## config.mk

```make
export PLATFORM = sky130hd
export DESIGN_NAME = instr_buffer_ctrl_flat
export DESIGN_NICKNAME = d
export VERILOG_FILES = /design/src/rtl/instr_buffer_ctrl_if.sv /design/src/rtl/instr_buffer_ctrl.sv /design/src/flat_wrapper.sv
export SDC_FILE = /design/constraint.sdc
export NUM_CORES = 1
export LEC_CHECK = 0
export CORE_MARGIN = 4
export CORE_UTILIZATION = 37
export CTS_CLUSTER_DIAMETER = 40
export CTS_CLUSTER_SIZE = 40
export DETAILED_ROUTE_END_ITERATION = 6
export MAX_ROUTING_LAYER = met4
export PLACE_DENSITY_LB_ADDON = 0.25
export SETUP_SLACK_MARGIN = 0.1
export SLEW_MARGIN = 30
export SYNTH_ARGS = -nofsm -noshare
export SYNTH_HDL_FRONTEND = slang
export SYNTH_SLANG_ARGS = --single-unit
export TNS_END_PERCENT = 10
```

## constraint.sdc

```tcl
create_clock -name clk -period 5.5 [get_ports clk]
set_clock_uncertainty 0.05 [all_clocks]
set_input_delay 1.1 -clock clk [delete_from_list [all_inputs] [get_ports clk]]
set_output_delay 1.1 -clock clk [all_outputs]
set_load 0.01 [all_outputs]
```

## src/rtl/instr_buffer_ctrl_if.sv

```systemverilog
// Handshake bundle between the fill/fetch requesters and instr_buffer_ctrl.
// master = requester side, slave = the controller.
interface instr_buffer_ctrl_if #(
  parameter int Instr_word_size = 32,
  parameter int bs              = 16
);
  localparam int AW = $clog2(bs);

  logic                       push_valid;
  logic [Instr_word_size-1:0] push_data;
  logic                       push_ready;
  logic                       pop_req;
  logic                       pop_ack;
  logic                       rd_valid;
  logic                       flush;
  logic [AW-1:0]              buf_index;
  logic [Instr_word_size-1:0] buf_wdata;
  logic [AW-1:0]              count;
  logic                       full;
  logic                       empty;

  modport master (
    output push_valid, push_data, pop_req, flush,
    input  push_ready, pop_ack, rd_valid, buf_index, buf_wdata, count, full, empty
  );

  modport slave (
    input  push_valid, push_data, pop_req, flush,
    output push_ready, pop_ack, rd_valid, buf_index, buf_wdata, count, full, empty
  );
endinterface

```

## src/rtl/instr_buffer_ctrl.sv

```systemverilog
// FIFO sequencer/arbiter for the single-index instruction buffer.
// Define IBUF_CTRL_RR_EN for round-robin push/pop arbitration; default is fixed pop priority.
module instr_buffer_ctrl #(
  parameter int Instr_word_size = 32,
  parameter int bs              = 16
) (
  input  logic                clk,
  input  logic                rst,
  instr_buffer_ctrl_if.slave  bus
);
  localparam int            AW      = $clog2(bs);
  localparam logic [AW-1:0] CNT_MAX = AW'(bs - 1);

  logic [AW-1:0] wr_ptr_q, wr_ptr_d;
  logic [AW-1:0] rd_ptr_q, rd_ptr_d;
  logic [AW-1:0] count_q, count_d;
  logic          rd_valid_q;
  logic          full, empty;
  logic          push_elig, pop_elig;
  logic          grant_push, grant_pop;

`ifdef IBUF_CTRL_RR_EN
  logic          last_grant_q;  // 1 = push won the last conflict
`endif

  assign full  = (count_q == CNT_MAX);
  assign empty = (count_q == '0);

  always_comb begin
    push_elig = bus.push_valid & ~full  & ~bus.flush;
    pop_elig  = bus.pop_req    & ~empty & ~bus.flush;
`ifdef IBUF_CTRL_RR_EN
    grant_pop  = pop_elig  & (~push_elig | last_grant_q);
    grant_push = push_elig & (~pop_elig  | ~last_grant_q);
`else
    grant_pop  = pop_elig;
    grant_push = push_elig & ~pop_elig;
`endif
  end

  always_comb begin
    wr_ptr_d = wr_ptr_q;
    rd_ptr_d = rd_ptr_q;
    count_d  = count_q;
    if (bus.flush) begin
      wr_ptr_d = '0;
      rd_ptr_d = '0;
      count_d  = '0;
    end else if (grant_push) begin
      wr_ptr_d = wr_ptr_q + 1'b1;
      count_d  = count_q + 1'b1;
    end else if (grant_pop) begin
      rd_ptr_d = rd_ptr_q + 1'b1;
      count_d  = count_q - 1'b1;
    end
  end

  always_ff @(posedge clk or negedge rst) begin
    if (!rst) begin
      wr_ptr_q     <= '0;
      rd_ptr_q     <= '0;
      count_q      <= '0;
      rd_valid_q   <= 1'b0;
`ifdef IBUF_CTRL_RR_EN
      last_grant_q <= 1'b1;
`endif
    end else begin
      wr_ptr_q   <= wr_ptr_d;
      rd_ptr_q   <= rd_ptr_d;
      count_q    <= count_d;
      rd_valid_q <= grant_pop;
`ifdef IBUF_CTRL_RR_EN
      if (push_elig & pop_elig) last_grant_q <= grant_push;
`endif
    end
  end

  // Idle cycles park on wr_ptr: with capacity bs-1 that slot never holds live data.
  assign bus.buf_index  = grant_pop ? rd_ptr_q : wr_ptr_q;
  assign bus.buf_wdata  = bus.push_data;
  assign bus.push_ready = grant_push;
  assign bus.pop_ack    = grant_pop;
  assign bus.rd_valid   = rd_valid_q;
  assign bus.count      = count_q;
  assign bus.full       = full;
  assign bus.empty      = empty;
endmodule

```

## src/flat_wrapper.sv

```systemverilog
// flat-port wrapper written by rule: the top's interface ports become plain ports
module instr_buffer_ctrl_flat 
#(
  parameter int Instr_word_size = 32,
  parameter int bs              = 16
)
  (clk, rst, bus_push_valid, bus_push_data, bus_pop_req, bus_flush, bus_push_ready, bus_pop_ack, bus_rd_valid, bus_buf_index, bus_buf_wdata, bus_count, bus_full, bus_empty);
  instr_buffer_ctrl_if #(.Instr_word_size(Instr_word_size), .bs(bs)) bus_i ();
  input  logic clk;
  input  logic rst;
  input wire logic [$bits(bus_i.push_valid)-1:0] bus_push_valid;
  input wire logic [$bits(bus_i.push_data)-1:0] bus_push_data;
  input wire logic [$bits(bus_i.pop_req)-1:0] bus_pop_req;
  input wire logic [$bits(bus_i.flush)-1:0] bus_flush;
  output wire logic [$bits(bus_i.push_ready)-1:0] bus_push_ready;
  output wire logic [$bits(bus_i.pop_ack)-1:0] bus_pop_ack;
  output wire logic [$bits(bus_i.rd_valid)-1:0] bus_rd_valid;
  output wire logic [$bits(bus_i.buf_index)-1:0] bus_buf_index;
  output wire logic [$bits(bus_i.buf_wdata)-1:0] bus_buf_wdata;
  output wire logic [$bits(bus_i.count)-1:0] bus_count;
  output wire logic [$bits(bus_i.full)-1:0] bus_full;
  output wire logic [$bits(bus_i.empty)-1:0] bus_empty;
  assign bus_i.push_valid = bus_push_valid;
  assign bus_i.push_data = bus_push_data;
  assign bus_i.pop_req = bus_pop_req;
  assign bus_i.flush = bus_flush;
  assign bus_push_ready = bus_i.push_ready;
  assign bus_pop_ack = bus_i.pop_ack;
  assign bus_rd_valid = bus_i.rd_valid;
  assign bus_buf_index = bus_i.buf_index;
  assign bus_buf_wdata = bus_i.buf_wdata;
  assign bus_count = bus_i.count;
  assign bus_full = bus_i.full;
  assign bus_empty = bus_i.empty;
  instr_buffer_ctrl #(.Instr_word_size(Instr_word_size), .bs(bs)) u_core (.clk(clk), .rst(rst), .bus(bus_i));
endmodule
```

Word-level counts from Yosys, hierarchy flattened
Cells that the tools add are included.
{"block": "classes", "addsub": 4, "n_mul": 0, "div_mod_pow": 0, "n_lt_le_gt_ge": 0, "n_eq_ne": 2, "n_shift": 0, "mux": 9, "bitwise": 9, "reduce_logical": 5}
{"operator": "4-bit two-way mux", "count": 9}
{"operator": "4-bit by 1-bit adder with 4-bit output (second input constant)", "count": 3}
{"operator": "1-bit AND", "count": 5}
{"operator": "4-bit equality test (second input constant)", "count": 1}
{"operator": "4-bit zero test", "count": 1}
{"operator": "1-bit NOT", "count": 4}
{"operator": "2-bit nonzero test", "count": 2}
{"operator": "4-bit by 1-bit subtractor with 4-bit output (second input constant)", "count": 1}
{"operator": "3-bit nonzero test", "count": 1}
{"operator": "2-bit != test (second input constant)", "count": 1}
{"operator": "2-bit AND reduction", "count": 1}
{"block": "word_totals", "ff_bits": 13, "latchBits": 0, "ramBits": 0, "mem_bits_ro": 0, "input_bits": 37, "out_inout_bits": 45, "memories": 0}

Logic depth before layout (Yosys ltp)
Gate-level depths: netlist of run 1.
{"block": "logic_depth", "ltp_word": 8, "ltp_mapped": 9, "ltp_nobuf": 8}

Worst setup path before layout of run 1
No wires, ideal clock.
{"block": "synth_timing", "path_type": "input-to-output", "start": "in bus_push_valid", "end": "out bus_push_ready", "arrival_ns": 1.899, "t_required_ns": 4.350, "path_slack_ns": 2.451, "cell_stages": 4, "cell_sequence": "a21boi_0 -> nand3_1 -> or2_1 -> inv_2"}
{"block": "synth_via", "elab_chain_len": 3}
{"element": "start, declared", "line_no": "flat_wrapper.sv:11", "source": "input wire logic [$bits(bus_i.push_valid)-1:0] bus_push_valid;"}
{"element": "1-bit AND (2 in a row)", "line_no": "instr_buffer_ctrl.sv:30", "source": "push_elig = bus.push_valid & ~full & ~bus.flush;"}
{"element": "1-bit AND", "line_no": "instr_buffer_ctrl.sv:37", "source": "grant_push = push_elig & ~pop_elig;"}
{"element": "end, declared", "line_no": "flat_wrapper.sv:15", "source": "output wire logic [$bits(bus_i.push_ready)-1:0] bus_push_ready;"}
No other way between the ends.

Final worst setup path of run 1
{"block": "layout_timing", "start": "in bus_pop_req", "end": "out bus_push_ready"}
{"block": "layout_via", "elab_chain_len": 4}
{"element": "start, declared", "line_no": "flat_wrapper.sv:13", "source": "input wire logic [$bits(bus_i.pop_req)-1:0] bus_pop_req;"}
{"element": "1-bit AND (2 in a row)", "line_no": "instr_buffer_ctrl.sv:31", "source": "pop_elig = bus.pop_req & ~empty & ~bus.flush;"}
{"element": "1-bit NOT", "line_no": "instr_buffer_ctrl.sv:37"}
{"element": "1-bit AND", "line_no": "instr_buffer_ctrl.sv:37"}
No other way between the ends.

==> results of run 1 <==
## per-layer routing
metal	share of wire (%)	global-route usage (%)	wire [um]	vias up
met4	0.67	3.857	13	0
met5	0	-	0	-
met2	45	16.11	876	37
met1	44	12.74	856	306
met3	10	6.115	194	4
li1	-	-	-	331
## tightest hold or removal path, stage by stage (launching register included)
cell and delay (ns):
dfrtp_1 0.38, xor2_1 0.07, nor2_1 0.07
## flip-flops by register name, indices dropped and copies added (netlist names)
register / cells
u_core.rd_ptr_q: 4
u_core.wr_ptr_q: 4
u_core.bus.rd_valid: 1
u_core.bus.count: 4
## cell usage after synthesis (2+ instances only)
| cell type | number | area (um^2) |
|---|---|---|
| nand4_1 | 3 | 18.77 |
| dfrtp_1 | 13 | 325.3 |
| a21o_1 | 2 | 15.01 |
| clkbuf_1 | 2 | 7.510 |
| mux2_4 | 6 | 90.09 |
| nand3_1 | 2 | 10.01 |
| ha_1 | 4 | 50.05 |
| a21oi_2 | 2 | 17.52 |
| buf_4 | 32 | 240.2 |
| mux2i_1 | 2 | 20.02 |
| nor2_1 | 14 | 52.55 |
| a21oi_1 | 2 | 10.01 |
| inv_1 | 5 | 18.77 |
| xor2_1 | 5 | 43.79 |
## power by group through the flow
stage	clock, mW	sequential (mW)	combinational (mW)
floorplan	0	0.160	0.187
global placement	0	0.171	0.239
detailed placement	0	0.170	0.243
CTS	0.0605	0.167	0.245
global route	0.0669	0.176	0.266
finish	0.0567	0.167	0.240
## cell type report
type                            instances  area, um^2  share of cell area, %
Clock buffer                            3       22.52                  2.067
Inverter                                6       22.52                  2.067
Timing Repair Buffer                   17       170.2                  15.61
Clock inverter                          1       5.005                 0.4592
Sequential cell                        13       325.3                  29.85
Tap cell                               31       38.79                  3.559
Multi-Input combinational cell         61       505.5                  46.38
## worst max-delay path by stage
stage,to,slack (ns),cells after the start
after floorplan,bus_push_ready,2.45,4
after global placement,bus_push_ready,1.22,6
after detailed placement,bus_push_ready,1.20,6
after CTS,bus_push_ready,1.19,6
after global routing,bus_push_ready,1.06,6
final,bus_push_ready,1.20,6
## kinds of logic (layout without fill, tap and decap cells)
kind of cell,after synthesis,count (layout)
flops,13,13
mux,8,8
buf+inv,41,27
compound gates,13,13
xor+xnor,6,6
simple gates,29,29
fa+ha+maj,5,5
## stage by stage
step                      setup slack [ns]  cell area [um^2]  hold slack (ns)
after floorplan                      2.451              1112           0.4547
after global placement               1.218              1062           0.4835
after detailed placement             1.197              1062           0.5027
after CTS                            1.190              1090           0.5203
after global routing                 1.062              1090           0.5567
final                                1.197              1090           0.5070
==> out/qor.yml, run 1 <==
holdPathEnd: "u_core.wr_ptr_q[3]"
r2r_slack_ns: 2.88
powerDensity_mw_per_mm2: 425.5
holdPathStages: 2
num_rows: 19
worst-r2r-cell-count: 8
final_common_cell: "clkdlybuf4s50_1"
syn-instance-count: 115
cp.arrival_ns: 3.15
path_common_cell: "clkdlybuf4s50_1"
ys_seq_elements: 13
grtUsageTotal_pct: 11.04
vias: 678
routabilityCongestion: 0.7408
postCtsSetupBuffers: 0
drv_cap: 0
fin_crit_sh_pct: 78.24
layout.cells.non_filler: 132
io_pins: 82
required_ns: 4.35
die-area_mm2: 0.003948
critPathMaxFanout: 8
via_per_inst: 5.136
critical_path.cell_chain: "clkdlybuf4s50_1 -> a21boi_0 -> nand3_1 -> or2_1 -> inv_2 -> clkdlybuf4s50_1"
fp.coreArea_mm2: 0.002805
yosysSeqAreaShare_pct: 29.25
cts.clk_slew.worst_paths_ns: 0.07
netlist_area_mm2: 0.001112
relSlewSlack_pct: 58.21
ys.flop_type: "dfrtp_1"
clkPwrFrac_pct: 12.2
n_fill_cell: 296
clockBufferDepth: 2
grt_start_max_net_pins: 18
drtAntennaViolNets: 0
dp.cells: 128
switching_power_mw: 0.1847
fmax_ghz: 0.2324
ys_warn_count: 0
r2r_end: "u_core.bus.count[3]"
wl_um: 1940
fin_nets: 144
synth-edff-count: 0
end_kind: "primary output"
drive_above_1_share_pct: 16.83
grt_setup_unrepaired: "no"
r2r_start: "u_core.bus.count[0]"
crit_family: "buffers and inverters"
synth_mux_area_share_pct: 9.899
drcViolationCount: 0
critical_path_buf_inv_count: 3
grt.overflow.total: 0
combPwrFrac_pct: 51.7
die_y_um: 62.83
syn_area_per_cell_um2: 9.672
areaGrowthSynthToFinish_pct: -2.024
final_cell_mix: "17 x clkdlybuf4s50_1, 14 x nor2_1, 13 x dfrtp_1"
synth_compound_area_share_pct: 10.57
slowest_stage: "clkdlybuf4s50_1"
worst_slew_pin_slew_ns: 0.6248
swShare_pct: 39.84
critPathKind: "in2out"
cts_tree: "built"
leakage_nw: 0.5061
yosysUniqueCellTypes: 35
synth_top_family_by_area: "buffers and inverters"
start_util_pct: 39.65
numClockSinks: 13
async_flop_share_pct: 100.0
post_cts_resized: 0
antenna_cells: 0
root_buffer: "clkbuf_4"
synth-adder-area-share_pct: 6.299
dieWidth_um: 62.83
port_buffers: 17
finalSetupTns_ns: 0
drt-initial-drc-count: 10
final_max_slew_viol_count: 0
finalCriticalPeriod_ns: 4.303
yosys.area_share.simple_pct: 13.95
status: "finished, final reports clean"
antenna_found_initial: 0
p_total_mw: 0.4638
hpwl_um: 1516
hp-start: "u_core.wr_ptr_q[3]"
cts_buffers: 3
cts_hold_buf: 0
slowest_delay_ns: 0.57
grt_pass1_wl_um: 3470
drt_pass1_iterations: 4
synth_nets: 157
hold_viol_final: 0
irDropWorstVdd_uv: 154.7
routedWlPerCell_um: 14.70
htreeDepth: 1
power.internal_mw: 0.2790
hold_path.class: "reg2reg"
utilization_pct: 38.85
pwr-share-seq_pct: 36.0
grt_pass1_vias: 735
critPathLaunchType: "input port"
synth_xor_area_share_pct: 4.724
crit_start: "bus_pop_req"
setup_viol: 0
clk_latency_ns: 0.27
No activity file was read; power rests on OpenSTA's default activity.
==> run 2: changes to the inputs <==
--- a/config.mk
+++ b/config.mk
@@ -6,7 +6,7 @@
 export NUM_CORES = 1
 export LEC_CHECK = 0
 export CORE_MARGIN = 4
-export CORE_UTILIZATION = 37
+export CORE_UTILIZATION = 34
 export CTS_CLUSTER_DIAMETER = 40
 export CTS_CLUSTER_SIZE = 40
 export DETAILED_ROUTE_END_ITERATION = 6
==> constraint.sdc (replaced) <==
create_clock -name clk -period 4.1 [get_ports clk]
set_clock_uncertainty 0.05 [all_clocks]
set_input_delay 0.82 -clock clk [delete_from_list [all_inputs] [get_ports clk]]
set_output_delay 0.82 -clock clk [all_outputs]
set_load 0.01 [all_outputs]
==> run 2 against run 1 <==
Net effect:
- combinational power increased by 35%
- clock power increased by 41%
- global-route usage decreased by 0.32 points
- final cell count increased by 11%
- critical path depth unchanged
- via count increased by 3.2%
- sequential power increased by 34%
- first-iteration DRC count increased to 2.7 times the previous value
- sequential share of layout area decreased by 0.64 points
- critical path type unchanged
- critical endpoint unchanged
- largest cell class unchanged
- largest power group unchanged
==> out/qor.yml, run 2 (synthesis gave the netlist of run 1 again) <==
cts_buffers: 3
numClockSinks: 13
fmax_ghz: 0.2681
vias: 700
port_buffers: 17
grt_start_max_net_pins: 14
critPathMaxFanout: 8
r2r_slack_ns: 1.52
leakage_nw: 0.5109
drt-initial-drc-count: 27
fp.coreArea_mm2: 0.003103
die_y_um: 65.20
critical_path.cell_chain: "clkdlybuf4s50_1 -> a21boi_0 -> nand3_1 -> or2_1 -> inv_2 -> clkdlybuf4s50_1"
dp.cells: 142
layout.cells.non_filler: 146
status: "finished, final reports clean"
irDropWorstVdd_uv: 242.4
cts_tree: "built"
drtAntennaViolNets: 0
areaGrowthSynthToFinish_pct: 0.1126
routabilityCongestion: 0.7982
num_rows: 20
post_cts_resized: 0
grtUsageTotal_pct: 10.72
clockBufferDepth: 2
fin_nets: 145
r2r_start: "u_core.bus.count[0]"
drt_pass1_iterations: 4
setup_viol: 0
utilization_pct: 35.89
via_per_inst: 4.795
critPathLaunchType: "input port"
antenna_found_initial: 0
grt.overflow.total: 0
final_cell_mix: "17 x clkdlybuf4s50_1, 14 x nor2_1, 13 x dfrtp_1"
wl_um: 1958
grt_pass1_wl_um: 3512
drive_above_1_share_pct: 17.65
grt_pass1_vias: 716
powerDensity_mw_per_mm2: 564.0
cp.arrival_ns: 2.86
antenna_cells: 0
path_common_cell: "clkdlybuf4s50_1"
holdPathStages: 2
slowest_stage: "clkdlybuf4s50_1"
final_max_slew_viol_count: 0
worst_slew_pin_slew_ns: 0.6035
postCtsSetupBuffers: 0
clk_latency_ns: 0.27
cts.clk_slew.worst_paths_ns: 0.09
hold_path.class: "reg2reg"
fin_crit_sh_pct: 90.99
hold_viol_final: 0
r2r_end: "u_core.bus.count[3]"
critPathKind: "in2out"
final_common_cell: "clkdlybuf4s50_1"
die-area_mm2: 0.004250
hp-start: "u_core.wr_ptr_q[3]"
holdPathEnd: "u_core.wr_ptr_q[3]"
cts_hold_buf: 0
slowest_delay_ns: 0.57
drcViolationCount: 0
end_kind: "primary output"
root_buffer: "clkbuf_4"
dieWidth_um: 65.20
drv_cap: 0
hpwl_um: 1479
grt_setup_unrepaired: "no"
required_ns: 3.23
start_util_pct: 35.85
io_pins: 82
worst-r2r-cell-count: 8
finalSetupTns_ns: 0
htreeDepth: 1
finalCriticalPeriod_ns: 3.731
relSlewSlack_pct: 59.63
routedWlPerCell_um: 13.41
run 2: cell types whose count changed in the layout (fill, tap and decap cells not counted), sizes merged:
cell	change
buf	+1
run 2: worst max-delay path by stage:
stage | start | endpoint | slack [ns]
final | bus_pop_req | bus_push_ready | 0.37
after global routing | bus_pop_req | bus_push_ready | 0.23
after CTS | bus_pop_req | bus_push_ready | 0.36
after detailed placement | bus_pop_req | bus_push_ready | 0.38
after global placement | bus_pop_req | bus_push_ready | 0.38
after floorplan | bus_push_valid | u_core.bus.count[3] | 1.52
run 2: stage by stage:
step | total power, mW | setup slack, ns | hold WS, ns | instance area [um^2]
5_1_grt | 0.6907 | 0.2255 | 0.5614 | 1114
3_3_place_gp | 0.5497 | 0.3796 | 0.4859 | 1086
4_1_cts | 0.6377 | 0.3626 | 0.5127 | 1114
3_5_place_dp | 0.5533 | 0.3751 | 0.4912 | 1086
6_report | 0.6280 | 0.3695 | 0.5074 | 1114
2_1_floorplan | 0.4658 | 1.523 | 0.4547 | 1112
run 2: layout make-up:
cell class / instances / area [um^2]
tap: 44 / 55.05
sequential: 13 / 325.3
clock buffer: 3 / 22.52
timing repair buffer: 18 / 177.7
multi-input combinational: 61 / 505.5
inverter: 6 / 22.52
fill: 351 / 1989
clock inverter: 1 / 5.005
run 2: routing by layer:
metal	GRT usage (%)	share of wire [%]
met5	-	0
met4	3.368	1.7
met1	13.45	47
met3	4.615	9.0
met2	15.55	42
run 2: worst max-delay path, delay by kind of cell:
| family | cells | cell delay, ns |
|---|---|---|
| buffers and inverters | 3 | 1.18 |
| AND/OR/NAND/NOR | 2 | 0.49 |
| AO/OA/AOI/OAI | 1 | 0.36 |
run 2: power breakdown:
| group | internal, mW | leakage, nW | switching [mW] |
|---|---|---|---|
| clock | 0.0361 | 0.0177 | 0.0436 |
| sequential | 0.159 | 0.175 | 0.0654 |
| combinational | 0.180 | 0.318 | 0.144 |
| total | 0.375 | 0.511 | 0.253 |
